$ cat src/rtl/adder_pkg.sv
// Shared types for the chunked add/subtract unit: FSM state encoding used by
// the datapath controller and by anything that observes its state.
package adder_pkg;

  typedef enum logic [1:0] {
    IDLE = 2'd0,
    RUN  = 2'd1,
    DONE = 2'd2
  } state_t;

endpackage

$ cat src/rtl/adder_chunk.sv
// Combinational N-bit ripple adder slice; also exposes the carry into its
// top bit so the caller can form a signed-overflow flag.
module adder_chunk #(
  parameter int N = 4
) (
  input  logic [N-1:0] A,
  input  logic [N-1:0] B,
  input  logic         cin,
  output logic [N-1:0] sum,
  output logic         cout,
  output logic         cmsb
);

  logic c;

  always_comb begin
    c    = cin;
    cmsb = cin;
    sum  = '0;
    for (int i = 0; i < N; i++) begin
      if (i == N - 1) cmsb = c;
      sum[i] = A[i] ^ B[i] ^ c;
      c      = (A[i] & B[i]) | (c & (A[i] ^ B[i]));
    end
    cout = c;
  end

endmodule

$ cat src/rtl/seq_adder_nb.sv
// Multi-cycle add/subtract unit: resolves CHUNK bits per cycle, LSB chunk
// first, with the carry registered between chunks and valid/ready on both sides.
module seq_adder_nb
  import adder_pkg::*;
#(
  parameter int WIDTH = 16,
  parameter int CHUNK = 4
) (
  input  logic             clk,
  input  logic             reset,
  input  logic             in_valid,
  output logic             in_ready,
  input  logic [WIDTH-1:0] A,
  input  logic [WIDTH-1:0] B,
  input  logic             sub,
  input  logic             cin,
  output logic             out_valid,
  input  logic             out_ready,
  output logic [WIDTH-1:0] sum,
  output logic             cout,
  output logic             ovf
);

  localparam int NCHUNK = WIDTH / CHUNK;
  localparam int KW = (NCHUNK > 1) ? $clog2(NCHUNK) : 1;
  localparam logic [KW-1:0] KLAST = KW'(NCHUNK - 1);

  if (CHUNK < 1 || (WIDTH % CHUNK) != 0) begin : g_param_check
    $error("seq_adder_nb: WIDTH must be a positive multiple of CHUNK");
  end

  state_t           state;
  logic [KW-1:0]    k;
  logic             carry;
  logic [WIDTH-1:0] a_q;
  logic [WIDTH-1:0] bx_q;
  logic [CHUNK-1:0] a_slice;
  logic [CHUNK-1:0] b_slice;
  logic [CHUNK-1:0] ch_sum;
  logic             ch_cout;
  logic             ch_cmsb;

  always_comb begin
    a_slice = a_q[CHUNK-1:0];
    b_slice = bx_q[CHUNK-1:0];
    for (int i = 1; i < NCHUNK; i++) begin
      if (k == KW'(i)) begin
        a_slice = a_q[i*CHUNK +: CHUNK];
        b_slice = bx_q[i*CHUNK +: CHUNK];
      end
    end
  end

  adder_chunk #(.N(CHUNK)) u_chunk (
    .A    (a_slice),
    .B    (b_slice),
    .cin  (carry),
    .sum  (ch_sum),
    .cout (ch_cout),
    .cmsb (ch_cmsb)
  );

  // Subtract is folded in at capture: B is inverted once and the borrow-in
  // becomes an inverted carry-in, so the chunk datapath only ever adds.
  always_ff @(posedge clk or posedge reset) begin
    if (reset) begin
      state     <= IDLE;
      k         <= '0;
      carry     <= 1'b0;
      a_q       <= '0;
      bx_q      <= '0;
      sum       <= '0;
      cout      <= 1'b0;
      ovf       <= 1'b0;
      out_valid <= 1'b0;
      in_ready  <= 1'b1;
    end else begin
      unique case (state)
        IDLE: begin
          if (in_valid) begin
            a_q      <= A;
            bx_q     <= sub ? ~B : B;
            carry    <= cin ^ sub;
            k        <= '0;
            in_ready <= 1'b0;
            state    <= RUN;
          end
        end
        RUN: begin
          for (int i = 0; i < NCHUNK; i++) begin
            if (k == KW'(i)) sum[i*CHUNK +: CHUNK] <= ch_sum;
          end
          carry <= ch_cout;
          if (k == KLAST) begin
            cout      <= ch_cout;
            ovf       <= ch_cout ^ ch_cmsb;
            out_valid <= 1'b1;
            state     <= DONE;
          end else begin
            k <= k + 1'b1;
          end
        end
        DONE: begin
          if (out_ready) begin
            out_valid <= 1'b0;
            in_ready  <= 1'b1;
            state     <= IDLE;
          end
        end
        default: state <= IDLE;
      endcase
    end
  end

endmodule

$ cat config.mk
export PLATFORM = sky130hd
export DESIGN_NAME = seq_adder_nb
export DESIGN_NICKNAME = d
export VERILOG_FILES = /design/src/rtl/adder_pkg.sv /design/src/rtl/adder_chunk.sv /design/src/rtl/seq_adder_nb.sv
export SDC_FILE = /design/constraint.sdc
export NUM_CORES = 1
export LEC_CHECK = 0
export ABC_AREA = 1
export BUFFER_PORTS_ARGS = -buffer_cell sky130_fd_sc_hd__buf_2
export CORE_MARGIN = 2
export CORE_UTILIZATION = 51
export CTS_BUF_LIST = sky130_fd_sc_hd__clkbuf_4 sky130_fd_sc_hd__clkbuf_8
export DETAILED_ROUTE_END_ITERATION = 10
export GPL_ROUTABILITY_DRIVEN = 0
export PLACE_DENSITY_LB_ADDON = 0.1
export SYNTH_ARGS = -nofsm -noshare
export SYNTH_HDL_FRONTEND = slang
export SYNTH_SLANG_ARGS = --single-unit
$ cat constraint.sdc
create_clock -name clk -period 3.1 [get_ports clk]
set_input_delay 0.31 -clock clk [delete_from_list [all_inputs] [get_ports clk]]
set_output_delay 0.31 -clock clk [all_outputs]
set_load 0.01 [all_outputs]
==> qor.txt <==
status = complete, no violations
global-route usage over all layers = 21.5%
row cnt = 26
Final nets = 420
drt pass-1 iters = 4
count of cell types in the netlist = 22
Hold Vio Cnt, Final = 0
CTS root buffer = clkbuf_8
f_max = 0.345 GHz
Port Buffers = 57
VDD IR max = 548 uV
Area growth syn-to-layout = 21.0%
Die Y = 76.6 um
maxcap violations = 0
sw frac = 42.5%
power per cell area = 1110 nW/um^2
Synth Cell Area = 2690 um^2
CP Data Arrival Time = 3.10 ns
Worst EP required = 3.31 ns
Final Critical Period = 2.89 ns
first-pass GRT wire length = 9.81 mm
Reg clk slew, reported paths = 0.06 ns
crit share post-route = 93.4%
DR vias = 2159
Net Switching = 0.00153 W
register area share after synthesis = 53.1%
Mapped Cells = 309
Die X-Extent = 76.6 um
vias in the first global route = 2100
worst-skew pair later-pin latency = 0.33 ns
hpwl dp = 3.89 mm
Final Routed Wirelength = 5.49 mm
Initial Utilization = 52.6%
total gr overflow = 0
CP max FO = 6
residual DRC count = 0
Clock Sinks = 57
deepest clock path buffer count = 2
CTS tree = built
power share of the combinational group = 47.6%
H-tree depth = 3
mean number of vias per cell = 4.84
Mean Syn Cell Area = 8.70 um^2
antenna-violating nets left = 0
FF-to-FF setup slack = 0.21 ns
die area = 5870 um^2
Max transition margin = 53.3%
Starting DRT DRC Count = 133
Flop pwr share = 36.5%
most common cell after layout, fill and taps aside = nand2_1
Startpoint Class = register
Final Max Tran Viols = 0
Fill cells = 465
CP Capture Type = register
clock share of power = 16.0%
I/O pin total = 58
leakage power = 1.68 nW
Hold Slack = 0.158 ns
most frequent cells in the layout = 117 x nand2_1, 57 x buf_2, 54 x dfrtp_1
total of warnings raised by yosys = 0
core area = 5110 um^2
TritonCTS buffer count = 9
Worst-Margin Slew = 0.701 ns
total power = 0.00360 W
Cell Int Power = 0.00207 W
Wirelength per Cell = 12.3 um
Seq cells post-synth = 57
ANT cells = 0
share of layout cells above drive strength 1 = 25.3%
HP Class = input pin to asynchronous set/reset pin
initial antenna violation count = 0
clk_skew = 0.00677 ns
post-synthesis net count = 355
setup violators final = 0
largest net degree at the start of global routing = 58
Setup CP Type = register to register
==> critical path, cell delays in order, from the launching register on <==
cell	delay, ns
dfrtp_2	0.45
inv_1	0.12
ha_4	0.17
inv_1	0.06
nand2_1	0.05
nand3_1	0.08
a22oi_2	0.15
fa_1	0.20
inv_1	0.05
fa_1	0.37
fa_2	0.38
fa_1	0.43
xnor2_1	0.17
o21ai_0	0.09
==> layout make-up <==
class | instances | area [um^2] | share of cell area [%]
Sequential cell | 57 | 1430 | 43.9
Multi-Input combinational cell | 217 | 1140 | 35.0
Timing Repair Buffer | 67 | 358 | 11.0
Clock buffer | 12 | 153 | 4.69
Tap cell | 70 | 87.6 | 2.69
Inverter | 22 | 82.6 | 2.54
Clock inverter | 1 | 5.00 | 0.154
==> registers in the layout (all words and copies together), names as in the netlist <==
name,cells
out_valid,1
sum,16
a_q,16
carry,1
bx_q,16
in_ready,1
state,2
ovf,1
k,2
cout,1
==> Yosys cell counts <==
cell type	number	area, um^2
fa_1	4	80.1
nand3_2	1	10.0
nor2_4	1	11.3
buf_2	9	45.0
o31ai_1	1	7.51
nand2_2	1	6.26
inv_1	20	75.1
nor2_1	6	22.5
o21ai_0	43	215
nand2_1	117	439
dfrtp_1	56	1400
a21oi_1	6	30.0
buf_6	1	11.3
xnor2_1	17	149
a22oi_1	1	7.51
o21ai_1	8	40.0
buf_1	1	3.75
dfstp_2	1	26.3
nand3_1	7	35.0
ha_1	4	50.1
inv_2	2	7.51
buf_4	2	15.0
==> timing repair <==
item	in CTS	in global routing
resized for setup	2	10
setup buffers	0	2
setup endpoints to repair	6	7
endpoints found under the hold margin	0	0
hold buffers	0	0
==> cell families (layout without fill, tap and decap cells) <==
kind of cell,Yosys count,count (layout),synth area share [%]
XOR/XNOR,17,17,5.54
flip-flops,57,57,53.1
adder cells (fa/ha/maj),8,8,4.84
AND/OR/NAND/NOR,133,133,19.5
buffers and inverters,35,102,5.86
AO/OA/AOI/OAI,59,59,11.2
==> per-stage QoR <==
stage	cells	area (um^2)	setup TNS, ns	utilization (%)	setup slack, ns
after floorplan	309	2690	0	-	0.168
after global placement	431	3050	0	59.7	0.0803
after detailed placement	431	3050	-0.231	59.7	-0.0612
after CTS	444	3210	0	62.8	0.0120
after global routing	446	3250	-0.0344	63.7	-0.0204
final	446	3250	0	63.7	0.206
==> power groups by stage <==
stage	sequential (W)	combinational, W	clock [W]
6_report	0.00131	0.00171	0.000576
3_3_place_gp	0.00131	0.00161	0
3_5_place_dp	0.00131	0.00168	0
5_1_grt	0.00135	0.00200	0.000622
2_1_floorplan	0.00132	0.00110	0
4_1_cts	0.00130	0.00168	0.000587
==> worst paths after layout <==
path	from	endpoint	cells past startpoint
worst min-delay path	reset	a_q[5]	3
worst min register to register	in_ready	in_ready	2
worst max-delay path	k[1]	ovf	13
max in group asynchronous	reset	k[0]	3
min in group clk	A[13]	a_q[13]	3
worst max register to register	k[1]	ovf	13
==> routing by layer <==
layer  up-vias  track usage (%)  share of wire [%]
met4         0             12.4                3.1
met5         -                0                  0
met3        13             4.74                4.7
met1       977             28.6                 49
li1       1108                -                  -
met2        61             32.7                 43
Note: power is estimated with default switching activity, not from simulation.
